[config.mk]
export PLATFORM = sky130hd
export DESIGN_NAME = past_notes_replay
export DESIGN_NICKNAME = d
export VERILOG_FILES = /design/src/rtl/past_notes_replay.sv
export SDC_FILE = /design/constraint.sdc
export NUM_CORES = 1
export LEC_CHECK = 0
export ABC_AREA = 1
export CAP_MARGIN = 20
export CORE_AREA = 2 2 92 112
export CTS_BUF_LIST = sky130_fd_sc_hd__clkbuf_4 sky130_fd_sc_hd__clkbuf_8 sky130_fd_sc_hd__clkbuf_16
export CTS_CLUSTER_SIZE = 40
export DETAILED_ROUTE_END_ITERATION = 10
export DIE_AREA = 0 0 94 114
export PLACE_DENSITY_LB_ADDON = 0.15
export SYNTH_ARGS = -nofsm -noshare
export SYNTH_HDL_FRONTEND = slang
export SYNTH_SLANG_ARGS = --single-unit
[constraint.sdc]
create_clock -name clk -period 5.4 [get_ports clk]
set_input_delay 0.81 -clock clk [delete_from_list [all_inputs] [get_ports clk]]
set_output_delay 0.81 -clock clk [all_outputs]
set_load 0.02 [all_outputs]
[src/rtl/past_notes_replay.sv]
// Past-notes history capture and oldest-first replay engine.
// History shifts on note_en; replay plays a snapshot taken at start, holding each note for hold_cycles.
module past_notes_replay #(
  parameter int NOTE_W = 4,
  parameter int DEPTH  = 5,
  parameter int DUR_W  = 11
) (
  input  logic              clk,
  input  logic              reset,
  input  logic [NOTE_W-1:0] note_in,
  input  logic              note_en,
  input  logic              replay_start,
  input  logic              abort,
  input  logic [DUR_W-1:0]  hold_cycles,
  output logic [NOTE_W-1:0] note_out,
  output logic              note_valid,
  output logic              busy,
  output logic              done,
  output logic [2:0]        fill
);

  localparam int         IDX_W    = (DEPTH > 1) ? $clog2(DEPTH) : 1;
  localparam logic [2:0] FILL_MAX = 3'(DEPTH);

  typedef enum logic [1:0] {S_IDLE, S_LOAD, S_PLAY, S_DONE} state_t;

  state_t             state_reg;
  logic [NOTE_W-1:0]  hist_reg  [DEPTH];
  logic [NOTE_W-1:0]  hist_next [DEPTH];
  logic [NOTE_W-1:0]  snap_reg  [DEPTH];
  logic [2:0]         fill_reg;
  logic [2:0]         snap_fill_reg;
  logic [IDX_W-1:0]   idx_reg;
  logic [IDX_W-1:0]   idx_dec;
  logic [IDX_W-1:0]   load_idx;
  logic [DUR_W-1:0]   timer_reg;
  logic [DUR_W-1:0]   dur_reg;
  logic [DUR_W-1:0]   dur_next;
  logic [NOTE_W-1:0]  note_out_reg;
  logic               note_valid_reg;
  logic               busy_reg;
  logic               done_reg;
  logic               snap_take;

  genvar gi;
  generate
    for (gi = 0; gi < DEPTH; gi++) begin : g_shift
      if (gi == 0) begin : g_head
        assign hist_next[gi] = note_in;
      end else begin : g_body
        assign hist_next[gi] = hist_reg[gi-1];
      end
    end
  endgenerate

  // Snapshot is taken from pre-write history, so a same-cycle append is not replayed.
  assign snap_take = (state_reg == S_IDLE) && replay_start;
  assign dur_next  = (hold_cycles == '0) ? DUR_W'(1) : hold_cycles;
  assign idx_dec   = idx_reg - IDX_W'(1);
  assign load_idx  = IDX_W'(snap_fill_reg - 3'd1);

  always_ff @(posedge clk) begin
    if (!reset) begin
      for (int i = 0; i < DEPTH; i++) begin
        hist_reg[i] <= '0;
        snap_reg[i] <= '0;
      end
      fill_reg      <= '0;
      snap_fill_reg <= '0;
    end else begin
      if (snap_take) begin
        for (int i = 0; i < DEPTH; i++) snap_reg[i] <= hist_reg[i];
        snap_fill_reg <= fill_reg;
      end
      if (note_en) begin
        for (int i = 0; i < DEPTH; i++) hist_reg[i] <= hist_next[i];
        if (fill_reg != FILL_MAX) fill_reg <= fill_reg + 3'd1;
      end
    end
  end

  always_ff @(posedge clk) begin
    if (!reset) begin
      state_reg      <= S_IDLE;
      idx_reg        <= '0;
      timer_reg      <= '0;
      dur_reg        <= '0;
      note_out_reg   <= '0;
      note_valid_reg <= 1'b0;
      busy_reg       <= 1'b0;
      done_reg       <= 1'b0;
    end else begin
      done_reg <= 1'b0;
      case (state_reg)
        S_IDLE: begin
          if (replay_start) begin
            dur_reg <= dur_next;
            if (fill_reg != 3'd0) begin
              state_reg <= S_LOAD;
              busy_reg  <= 1'b1;
            end else begin
              state_reg <= S_DONE;
              done_reg  <= 1'b1;
            end
          end
        end
        S_LOAD: begin
          if (abort) begin
            state_reg <= S_IDLE;
            busy_reg  <= 1'b0;
          end else begin
            idx_reg        <= load_idx;
            timer_reg      <= dur_reg - DUR_W'(1);
            note_out_reg   <= snap_reg[load_idx];
            note_valid_reg <= 1'b1;
            state_reg      <= S_PLAY;
          end
        end
        S_PLAY: begin
          // Abort wins over a simultaneous timer expiry.
          if (abort) begin
            state_reg      <= S_IDLE;
            busy_reg       <= 1'b0;
            note_valid_reg <= 1'b0;
          end else if (timer_reg == '0) begin
            if (idx_reg != '0) begin
              idx_reg      <= idx_dec;
              timer_reg    <= dur_reg - DUR_W'(1);
              note_out_reg <= snap_reg[idx_dec];
            end else begin
              state_reg      <= S_DONE;
              done_reg       <= 1'b1;
              busy_reg       <= 1'b0;
              note_valid_reg <= 1'b0;
            end
          end else begin
            timer_reg <= timer_reg - DUR_W'(1);
          end
        end
        S_DONE:  state_reg <= S_IDLE;
        default: state_reg <= S_IDLE;
      endcase
    end
  end

  assign note_out   = note_out_reg;
  assign note_valid = note_valid_reg;
  assign busy       = busy_reg;
  assign done       = done_reg;
  assign fill       = fill_reg;

endmodule

Word-level counts from Yosys, hierarchy flattened --
Memories as Yosys holds them, arrays and structs flattened. Index checks and enable logic that the tools add are counted.
Word-level totals: latch bits 0, bits in registers 40, input bits 20, memories kept 2, RAM bits 40, ROM bits 0, output and inout bits 10
Cells by class: multipliers 0, equal/unequal tests 14, multiplexer cells 55, add/sub/neg operators 5, magnitude comparators 0, bitwise gates (word level) 10, reduce and logical (&&, ||, !) cells 15, shifts and indexed selects 0, div/mod/pow operators 0
Memories:
- hist_reg | depth 5, bits a word 4, read ports 5, clocked after memory_dff 0, wr ports 5, RTL line 28 | logic [NOTE_W-1:0] hist_reg [DEPTH];
- snap_reg | depth 5, bits a word 4, read ports 2, clocked after memory_dff 0, wr ports 5, RTL line 30 | logic [NOTE_W-1:0] snap_reg [DEPTH];
Operators by type and width (number):
- $mux 4 | 14
- $mux 11 | 5
- $logic_not 11->1 | 2
- $pmux 11 s2 | 1
- $sub 11x1->11 const B | 2
- $mux 1 | 19
- $mux 2 | 6
- $mux 3 | 4
- $ne 2x2->1 const B | 6
- $ne 3x3->1 const B | 4
- $or 1x1->1 | 10
- $reduce_bool 3->1 | 3
- $pmux 2 s4 | 1
- $pmux 4 s2 | 1
- $reduce_and 4->1 | 2
- $pmux 3 s2 | 1
- $reduce_and 6->1 | 1
- $sub 3x1->3 const B | 2
- $reduce_and 5->1 | 1
- $eq 2x2->1 const B | 2
- $pmux 1 s2 | 2
- $reduce_and 2->1 | 2
- $add 3x1->3 const B | 1
- $pmux 1 s3 | 1
- other kinds (6) | 6

Longest topological paths before layout --
Gate-level depths: netlist of run 1.
depth after elaboration 6, depth in mapped cells 11, mapped depth without buffers 11

Worst setup path after synthesis of run 1 --
No wires, ideal clock.
path type input to register, start point input reset, end point memory snap_reg[0][0] (enable), library setup time 360 ps, buffers on the path 2, data required time 5040 ps, slack 3434 ps, data arrival time 1606 ps, cell stages on the path 5, cell sequence buf_4 -> clkinv_1 -> nor2_1 -> inv_1 -> buf_2
RTL lines:
- start, declared | RTL line 9 | input logic reset,
- end, declared | RTL line 30

==> metrics, run 1 <==
result of the run=finished clean; Mean Syn Cell Area=7.953 µm²; clk root buf=sky130_fd_sc_hd__clkbuf_16; register bit total from synthesis=80; maximum level of the CTS H-tree=3; number of cells on the worst reg-to-reg path=7; number of filler instances in the final layout=943; number of global-route vias before repair=3331; critical path capture point type=flip-flop; WL met1=3.859 mm; crit path kind=in -> reg; RSZ-0062 raised after global routing=false; share of the synthesized area in the top cell type=0.2834; count of boundary I/O pins=30; number of instances in the synthesized netlist=533; share of total power in sequential cells=0.314; cell types occupying the most area after synthesis=sky130_fd_sc_hd__edfxtp_1, sky130_fd_sc_hd__dfxtp_1, sky130_fd_sc_hd__nand2_1; cell type with the largest total area after synthesis=sky130_fd_sc_hd__edfxtp_1; Highest Clock Rate=0.4077 GHz; period utilization=0.4543; fin crit period=2.453 ns; Resized cells post-CTS=0; number of synthesized flops with an enable pin=40; via count=3406; detail-routed net length per standard cell=13.00 µm; signed area change from the synthesized netlist to the final layout=16.41%; CP arrival=2.54 ns; antenna violations before repair=0; global route total overflow=0; total leakage power=2.140 nW; Initial Util=0.4344; Crit Path Max Fanout=29; post-route DRC violation count=0; remaining number of nets flagged by the antenna check after routing=0; nets in the synthesized netlist=567; prevailing post-synth register cell=sky130_fd_sc_hd__edfxtp_1; wire length of the first global-routing pass=15.19 mm; antenna fix cells=0; number of buffers created by CTS=9; mean number of vias per cell=4.936; Skew-Pair Late Insertion Delay=0.34 ns; synth unique cells=35; post-synthesis cell area=4239 µm²; fraction of synthesis flops using an asynchronous set or reset pin=0; TritonCTS clock tree=yes; Hold Path Stages=2; number of placement rows=40; worst slew margin relative to its limit=0.3726; post-CTS setup repair buffer count=0; Final Power=2.800 mW; count of buffers from port buffering=29; total number of clock tree sinks=80; First DRT Iteration DRCs=134; setup-violating endpoint count in the final report=0; largest buffer count on any clock path=2; die outline height=114 µm; Met3 Routed Length=270 µm; first-pass iteration count of the detailed router=5; Worst Skew=0.003870 ns; core area=9759 µm²; final slew viol count=0; half-perimeter wire length after placement=6.484 mm; fin nets=593; element type at the critical path start=input port; sequential cell area fraction in the yosys report=0.4723; max cap viols=0; total routed wirelength=8.972 mm; worst ir drop on vdd=0.2399 mV; Setup Total Neg Slack=0 ns; share of final-layout standard cells stronger than drive strength 1=0.07092; combinational fraction of design power=0.458; last weighted congestion value of the routability-driven placer=0.8225; measured slew at the worst slew-check pin=0.9389 ns; maximum number of pins on one net before global-route repair=32; cell internal power dissipation=1.660 mW; overall die width=94 µm; count leader, synth=sky130_fd_sc_hd__nand2_1; top cells by count, synth=sky130_fd_sc_hd__nand2_1, sky130_fd_sc_hd__nor2_1, sky130_fd_sc_hd__inv_1; cell area power density=567.5 nW/µm²; GRT Resource Usage Total=0.1796; clock transition time at the flip-flop clock pins of the worst setup and hold paths=0.06 ns; hold-fix buffer count after cts=0; worst path required time=5.49 ns; total length of routed met2 wires=4.678 mm; type of the most critical hold path=reg -> reg; net switching power of the design=1.140 mW; clock group share of total power=0.228; switching part of the total=0.4071; final count of hold timing violations=0; Yosys warning total=0; Total Die Area=10720 µm²; top routing layer used=met4
-- power by group through the flow --
stage | clock network (mW) | logic (mW) | registers, mW
detailed placement | 0 | 1.27 | 0.891
global placement | 0 | 1.25 | 0.889
global route | 0.674 | 1.46 | 0.895
CTS | 0.651 | 1.28 | 0.879
floorplan | 0 | 1.00 | 0.887
finish | 0.639 | 1.28 | 0.879
-- per-layer routing --
| metal | GRT usage | vias up |
|---|---|---|
| met2 | 0.3238 | 44 |
| met5 | 0 | - |
| met4 | 0.07536 | 0 |
| met3 | 0.02906 | 14 |
| li1 | - | 1787 |
| met1 | 0.2091 | 1561 |
-- through the flow --
| step | utilization | instance area, µm² | hold WS (ns) | cells | setup WS, ns |
|---|---|---|---|---|---|
| 2_1_floorplan | - | 4239 | 0.4283 | 533 | 3.434 |
| 3_3_place_gp | 0.4709 | 4596 | 0.4524 | 673 | 2.330 |
| 3_5_place_dp | 0.4709 | 4596 | 0.4484 | 673 | 2.286 |
| 4_1_cts | 0.5028 | 4907 | 0.4642 | 689 | 2.627 |
| 5_1_grt | 0.5056 | 4935 | 0.4915 | 690 | 2.796 |
| 6_report | 0.5056 | 4935 | 0.4630 | 690 | 2.947 |
-- cells by family (layout without fill, tap and decap cells) --
group / count (synthesis) / after routing / share of synthesized area
flip-flops: 80 / 80 / 0.4723
AND/OR/NAND/NOR: 261 / 261 / 0.2763
AO/OA/AOI/OAI: 73 / 73 / 0.09711
buffers and inverters: 96 / 127 / 0.09445
adder cells (fa/ha/maj): 14 / 14 / 0.04132
XOR/XNOR: 9 / 9 / 0.01859
-- area by class of cell --
cell class | instances | area (µm²) | area share
Sequential cell | 80 | 2002 | 0.4057
Multi-Input combinational cell | 357 | 1837 | 0.3722
Timing Repair Buffer | 31 | 325.3 | 0.06592
Inverter | 80 | 301.5 | 0.06111
Clock buffer | 9 | 225.2 | 0.04564
Tap cell | 126 | 157.7 | 0.03195
Clock inverter | 7 | 86.33 | 0.01749
-- worst max-delay path: stages --
cell                              delay, ns
sky130_fd_sc_hd__clkdlybuf4s50_1       0.45
sky130_fd_sc_hd__buf_4                 0.29
sky130_fd_sc_hd__clkinv_1              0.30
sky130_fd_sc_hd__nor2_1                0.29
sky130_fd_sc_hd__inv_1                 0.17
sky130_fd_sc_hd__buf_16                0.20
-- cell usage in the layout, fill, tap and decap left out, drive strengths merged --
cell type	n
o22ai	6
ha	14
inv	75
nand3	58
a21oi	24
nor4	1
clkbuf	9
clkinvlp	2
xor2	5
o21ai	30
clkdlybuf4s50	29
buf	2
a31oi	1
o21a	1
edfxtp	40
nor2	90
or2	7
clkinv	8
o211ai	11
bufinv	2
nor3b	2
dfxtp	40
xnor2	4
nand2	95
nor3	2
nand4	6
-- final timing paths --
kind                             startpoint                           end  slack [ns]
setup reg to reg  state_reg[0]$_SDFFE_PN0P_    timer_reg[10]$_SDFFE_PN0P_        3.15
hold / removal      dur_reg[0]$_SDFFE_PN0P_       dur_reg[0]$_SDFFE_PN0P_        0.46
hold reg to reg     dur_reg[0]$_SDFFE_PN0P_       dur_reg[0]$_SDFFE_PN0P_        0.46
setup / recovery                      reset  snap_reg[1][2]$_SDFFCE_PN0P_        2.95
Note: power is estimated with default switching activity, not from simulation.
==> run 2, diff against run 1 <==
- clock period: 5.4 -> 2.4 ns (I/O delays scaled with it)
==> run 2 against run 1 <==
  * Total power increased by 120%
  * Critical path type is now reg -> reg
  * Via count is 1.1% higher
  * Highest routed layer unchanged
  * Core utilization up 0.14 points
  * Sequential cell count is the same
  * First-iteration DRC count increased by 61%
  * Cell count is 1.2% higher
  * Clock power increased by 94%
  * Non-clock buffer count up 8
  * Sequential power up 120%
  * Final area grew 0.28%
  * Critical path depth increased by 1
  * Sequential share of layout area down 0.11 points
  * Largest cell class unchanged
==> metrics, run 2 (same netlist as run 1, synthesis figures left out) <==
result of the run=finished clean; cell area power density=1240 nW/µm² (+120%); largest buffer count on any clock path=2 (unchanged); launch instance of the worst min-delay path=note_valid$_SDFFE_PN0P_; worst slew margin relative to its limit=0.5128 (+0.1402); clock transition time at the flip-flop clock pins of the worst setup and hold paths=0.06 ns (about the same); Setup Total Neg Slack=0 ns (unchanged); worst ir drop on vdd=0.5336 mV (+120%); fin crit period=2.065 ns; die outline height=114 µm (unchanged); antenna fix cells=0 (unchanged); setup-violating endpoint count in the final report=0 (unchanged); Crit. Startpoint=state_reg[0]$_SDFFE_PN0P_; Final Cell Area=4949 µm² (+0.28%); final hold slack=0.4741 ns (+0.01115 ns); number of buffers created by CTS=9 (unchanged); overall die width=94 µm (unchanged); measured slew at the worst slew-check pin=0.7308 ns (-0.2081 ns); element type at the critical path start=flip-flop; Resized cells post-CTS=0 (unchanged); Crit Path Max Fanout=8 (-72%); CP arrival=2.28 ns (-0.26 ns); total cell area at the placement stage=4676 µm² (+1.7%); total leakage power=2.159 nW (+0.88%); largest stage delay on the critical path=0.61 ns (+0.16 ns); GRT Resource Usage Total=0.1753 (-0.004323); Worst Skew=0.006332 ns (+0.002461 ns); global route total overflow=0 (unchanged); signed area change from the synthesized netlist to the final layout=16.74%; max cap viols=0 (unchanged); count of buffers from port buffering=29 (unchanged); Total Die Area=10720 µm² (unchanged); total number of clock tree sinks=80 (unchanged); grt peak-use layer=met2; Worst path top cell family by delay=compound AO/OA/AOI/OAI gates; wire length of the first global-routing pass=14.98 mm (-1.4%); post-CTS setup repair buffer count=0 (unchanged); GR Util met3=0.03435 (+0.005284); met1 track demand over resource=0.2132 (+0.004150); half-perimeter wire length after placement=6.419 mm (-1.0%); last weighted congestion value of the routability-driven placer=0.8723 (+6.1%); first-pass iteration count of the detailed router=5 (unchanged); Post-Place Cells=682 (+1.3%); crit path kind=reg -> reg; leading cell type in the layout, fill and taps excluded=sky130_fd_sc_hd__nand2_1; count of boundary I/O pins=30 (unchanged); share of final-layout standard cells stronger than drive strength 1=0.08392 (+0.01299); RSZ-0062 raised after global routing=false; number of global-route vias before repair=3327 (-0.12%); count of placed standard cells in the final layout, fillers left out=698 (+1.2%); type of the most critical hold path=reg -> reg; detail-routed net length per standard cell=12.48 µm (-4.0%); fin nets=601 (+1.3%); First DRT Iteration DRCs=216 (+61%); critical path capture point type=flip-flop; cell at the slowest stage of the critical path=sky130_fd_sc_hd__a21oi_1; number of placement rows=40 (unchanged); Skew-Pair Late Insertion Delay=0.33 ns (about the same); clk root buf=sky130_fd_sc_hd__clkbuf_16; total routed wirelength=8.709 mm (-2.9%); maximum level of the CTS H-tree=3 (unchanged); Core Util, Final=0.5071 (+0.001410); remaining number of nets flagged by the antenna check after routing=0 (unchanged); final count of hold timing violations=0 (unchanged); Highest Clock Rate=0.4842 GHz; GR met2 Demand/Resource=0.2986 (-0.02524); antenna violations before repair=0 (unchanged); post-route DRC violation count=0 (unchanged); worst path required time=2.62 ns (-2.87 ns); final slew viol count=0 (unchanged); Initial Util=0.4344 (unchanged); via count=3442 (+1.1%); CP Cell Sequence=inv_1, ha_1, inv_2, a21oi_1, nand3_1, nand2_1, a21oi_2; TritonCTS clock tree=yes; maximum number of pins on one net before global-route repair=29 (-9.4%); mean number of vias per cell=4.931 (-0.10%); highest-count cells in the layout ignoring fill and taps=sky130_fd_sc_hd__nand2_1, sky130_fd_sc_hd__nor2_1, sky130_fd_sc_hd__inv_1; core area=9759 µm² (unchanged); hold-fix buffer count after cts=0 (unchanged); reg-to-reg critical path startpoint=state_reg[0]$_SDFFE_PN0P_; period utilization=0.8606; Bufs and invs on worst path=2 (-3)
run 2: through the flow:
step / total power, mW / setup slack, ns
2_1_floorplan: 4.251 / 0.6264
3_3_place_gp: 4.873 / 0.3602
3_5_place_dp: 4.919 / 0.3747
4_1_cts: 6.174 / 0.3863
5_1_grt: 6.678 / 0.1629
6_report: 6.134 / 0.3346
run 2: path summary, 6_finish.rpt:
kind / end / slack [ns] / depth (start not counted)
worst max register to register: timer_reg[7]$_SDFFE_PN0P_ / 0.33 / 7
worst min-delay path: note_valid$_SDFFE_PN0P_ / 0.47 / 2
worst min register to register: note_valid$_SDFFE_PN0P_ / 0.47 / 2
worst max-delay path: timer_reg[7]$_SDFFE_PN0P_ / 0.33 / 7
run 2: tightest hold or removal path, stage by stage, from the launching register on:
cell                      delay [ns]
sky130_fd_sc_hd__dfxtp_1        0.31
sky130_fd_sc_hd__nand2_1        0.06
sky130_fd_sc_hd__a21oi_1        0.05
run 2: final cells by class:
| cell class | instances | area [µm²] |
|---|---|---|
| clock buffers | 9 | 225.2 |
| clock inverters | 7 | 47.55 |
| fillers | 930 | 4811 |
| inverters | 80 | 301.5 |
| multi-input cells | 357 | 1837 |
| flip-flops and latches | 80 | 2002 |
| well taps | 126 | 157.7 |
| repair buffers | 39 | 377.9 |
run 2: per-layer routing:
metal  wire [µm]  vias to the layer above
met5           0                        -
met4         274                        0
met3         306                       20
met2        4248                       61
met1        3879                     1563
li1            -                     1798
run 2: report_power, final:
part	internal [mW]	switching (mW)	total [mW]
Combinational	1.12	1.80	2.92
Sequential	1.76	0.217	1.97
Clock	0.699	0.541	1.24
==> run 3, diff against run 2 <==
- ABC_AREA: 1 -> default
- CORE_AREA: 2 2 92 112 -> 2 2 91 111
- DIE_AREA: 0 0 94 114 -> 0 0 93 113
==> run 3 against run 2 <==
  * Cell count decreased by 18%
  * Total power fell by 1.5%
  * Non-clock buffer count grew 7
  * Wire length is 3.5% higher
  * Critical endpoint is now timer_reg[8]$_SDFFE_PN0P_
==> metrics, run 3 <==
maximum level of the CTS H-tree=3 (unchanged); maximum number of pins on one net before global-route repair=38 (+31%); setup-violating endpoint count in the final report=0 (unchanged); total number of clock tree sinks=80 (unchanged); result of the run=finished clean; measured slew at the worst slew-check pin=0.6313 ns (-0.09944 ns); TritonCTS clock tree=yes; Total Die Area=10510 µm² (-1.9%); type of the most critical hold path=reg -> reg; CP Cell Sequence=inv_1, ha_1, nor4b_4, and2_1, a41oi_1, o21ai_0, a32o_1; reg-to-reg critical path startpoint=timer_reg[0]$_SDFFE_PN0P_; total leakage power=1.943 nW (-10%); largest buffer count on any clock path=2 (unchanged); share of final-layout standard cells stronger than drive strength 1=0.1208 (+0.03689); clk root buf=sky130_fd_sc_hd__clkbuf_16; critical path capture point type=flip-flop; Setup Total Neg Slack=0 ns (unchanged); final count of hold timing violations=0 (unchanged); post-route DRC violation count=0 (unchanged); signed area change from the synthesized netlist to the final layout=19.15%; GRT Resource Usage Total=0.1858 (+0.01051); crit path kind=reg -> reg; global route total overflow=0 (unchanged); number of synthesized flops with an enable pin=40 (unchanged); CP arrival=2.40 ns (+0.12 ns); Final Cell Area=4928 µm² (-0.40%); Yosys warning total=0 (unchanged); final hold slack=0.4634 ns (-0.01068 ns); count of buffers from port buffering=29 (unchanged); share of the synthesized area in the top cell type=0.2904 (+0.007028); worst path required time=2.63 ns (about the same); overall die width=93 µm (-1.1%); total routed wirelength=9.013 mm (+3.5%); detail-routed net length per standard cell=15.81 µm (+27%); Skew-Pair Late Insertion Delay=0.34 ns (about the same); leading cell type in the layout, fill and taps excluded=sky130_fd_sc_hd__nand2_1; Final Power=6.041 mW (-1.5%); period utilization=0.9034 (+0.04285); cell area power density=1226 nW/µm² (-1.1%); sequential cell area fraction in the yosys report=0.4840 (+0.01171); last weighted congestion value of the routability-driven placer=0.8216 (-5.8%); wire length of the first global-routing pass=15.41 mm (+2.9%); element type at the critical path start=flip-flop; cell types occupying the most area after synthesis=sky130_fd_sc_hd__edfxtp_1, sky130_fd_sc_hd__dfxtp_1, sky130_fd_sc_hd__and3_1; worst reg2reg setup slack=0.23 ns (-0.10 ns); cell type with the largest total area after synthesis=sky130_fd_sc_hd__edfxtp_1; max cap viols=0 (unchanged); total cell area at the placement stage=4603 µm² (-1.6%); hold-fix buffer count after cts=0 (unchanged); Initial Util=0.4415 (+0.007147); Core Util, Final=0.5260 (+0.01899); highest-count cells in the layout ignoring fill and taps=sky130_fd_sc_hd__nand2_1, sky130_fd_sc_hd__and3_1, sky130_fd_sc_hd__dfxtp_1, sky130_fd_sc_hd__edfxtp_1, sky130_fd_sc_hd__a21oi_1; number of placement rows=39 (-2.5%); fin crit period=2.168 ns (+0.1028 ns); Hold Path Stages=2 (unchanged); fraction of synthesis flops using an asynchronous set or reset pin=0 (unchanged); RSZ-0062 raised after global routing=false; synth unique cells=60 (+71%); number of buffers created by CTS=9 (unchanged); Bufs and invs on worst path=1 (-1); nets in the synthesized netlist=442 (-22%); count of boundary I/O pins=30 (unchanged); fin nets=476 (-21%); Hold Path End=snap_fill_reg[1]$_SDFFE_PN0P_; Highest Clock Rate=0.4612 GHz (-4.7%); Mean Syn Cell Area=10.14 µm² (+27%); count leader, synth=sky130_fd_sc_hd__nand2_1; half-perimeter wire length after placement=6.241 mm (-2.8%); antenna fix cells=0 (unchanged); number of global-route vias before repair=3101 (-6.8%); post-synthesis cell area=4136 µm² (-2.4%); prevailing post-synth register cell=sky130_fd_sc_hd__edfxtp_1; Worst path top cell family by delay=compound AO/OA/AOI/OAI gates; post-CTS setup repair buffer count=0 (unchanged); mean number of vias per cell=5.604 (+14%); worst ir drop on vdd=0.4143 mV (-22%); First DRT Iteration DRCs=139 (-36%); Crit Path Max Fanout=7 (-1); launch instance of the worst min-delay path=snap_fill_reg[1]$_SDFFE_PN0P_; die outline height=113 µm (-0.88%); register bit total from synthesis=80 (unchanged); core area=9369 µm² (-4.0%); via count=3194 (-7.2%); final slew viol count=0 (unchanged); first-pass iteration count of the detailed router=4 (-1); worst reg2reg endpoint=timer_reg[8]$_SDFFE_PN0P_; top cells by count, synth=sky130_fd_sc_hd__nand2_1, sky130_fd_sc_hd__and3_1, sky130_fd_sc_hd__dfxtp_1, sky130_fd_sc_hd__edfxtp_1, sky130_fd_sc_hd__a21oi_1; remaining number of nets flagged by the antenna check after routing=0 (unchanged); worst slew margin relative to its limit=0.5736 (+0.06075); largest stage delay on the critical path=0.56 ns (-0.05 ns); number of instances in the synthesized netlist=408 (-23%); cell at the slowest stage of the critical path=sky130_fd_sc_hd__a41oi_1; Worst Skew=0.005921 ns (-0.0004109 ns); Resized cells post-CTS=0 (unchanged); clock transition time at the flip-flop clock pins of the worst setup and hold paths=0.06 ns (about the same); number of cells on the worst reg-to-reg path=7 (unchanged); antenna violations before repair=0 (unchanged)
-- run 3: cell types whose count changed after synthesis, sizes merged, moves of 10 or more --
cell	previous run	this run
a21oi	24	35
and3	0	41
clkbuf	7	17
inv	75	18
nand2	95	45
nand3	58	7
nor2	90	30
o211ai	11	1
o21ai	30	13
-- run 3: how the worst max path moves through the flow --
stage,to,slack [ns],cells after the start,start
final,timer_reg[8]$_SDFFE_PN0P_,0.23,7,timer_reg[0]$_SDFFE_PN0P_
after global routing,timer_reg[8]$_SDFFE_PN0P_,0.15,7,timer_reg[0]$_SDFFE_PN0P_
after CTS,timer_reg[8]$_SDFFE_PN0P_,0.28,7,timer_reg[0]$_SDFFE_PN0P_
after detailed placement,timer_reg[8]$_SDFFE_PN0P_,0.18,6,abort
after global placement,timer_reg[4]$_SDFFE_PN0P_,0.21,6,abort
after floorplan,timer_reg[4]$_SDFFE_PN0P_,0.36,7,idx_reg[0]$_SDFFE_PN0P_
-- run 3: per-stage QoR --
step | instances | setup slack [ns]
3_3_place_gp | 554 | 0.2095
5_1_grt | 570 | 0.1515
3_5_place_dp | 554 | 0.1798
6_report | 570 | 0.2318
4_1_cts | 570 | 0.2794
2_1_floorplan | 408 | 0.3560
-- run 3: layer usage --
| metal | vias up | wire (µm) | global-route usage |
|---|---|---|---|
| met3 | 13 | 338 | 0.03862 |
| met1 | 1536 | 4189 | 0.2583 |
| met4 | 0 | 176 | 0.07157 |
| met2 | 73 | 4308 | 0.2860 |
| met5 | - | 0 | 0 |
| li1 | 1572 | - | - |
-- run 3: worst min-delay path, stage by stage (launching register included) --
cell,delay [ns]
sky130_fd_sc_hd__dfxtp_1,0.31
sky130_fd_sc_hd__nand2_1,0.05
sky130_fd_sc_hd__a21oi_1,0.05
-- run 3: final cells by class --
type,count,area (µm²)
clock inverters,6,92.59
repair buffers,46,417.9
flip-flops and latches,80,2002
well taps,123,153.9
fillers,874,4441
inverters,18,67.56
multi-input cells,287,1962
clock buffers,10,232.7
-- run 3: cell families (layout without fill, tap and decap cells) --
logic type	Yosys count	after routing	synth area share
flops	80	80	0.4840
buf+inv	41	80	0.04174
simple gates	158	158	0.2066
fa+ha+maj	14	14	0.04235
compound gates	88	88	0.1394
mux	15	15	0.06050
xor+xnor	12	12	0.02541
-- run 3: power breakdown --
group	leakage, nW	switching, mW	internal (mW)
logic	1.03	1.48	1.14
clock network	0.153	0.556	0.928
registers	0.762	0.233	1.71
total	1.94	2.27	3.78
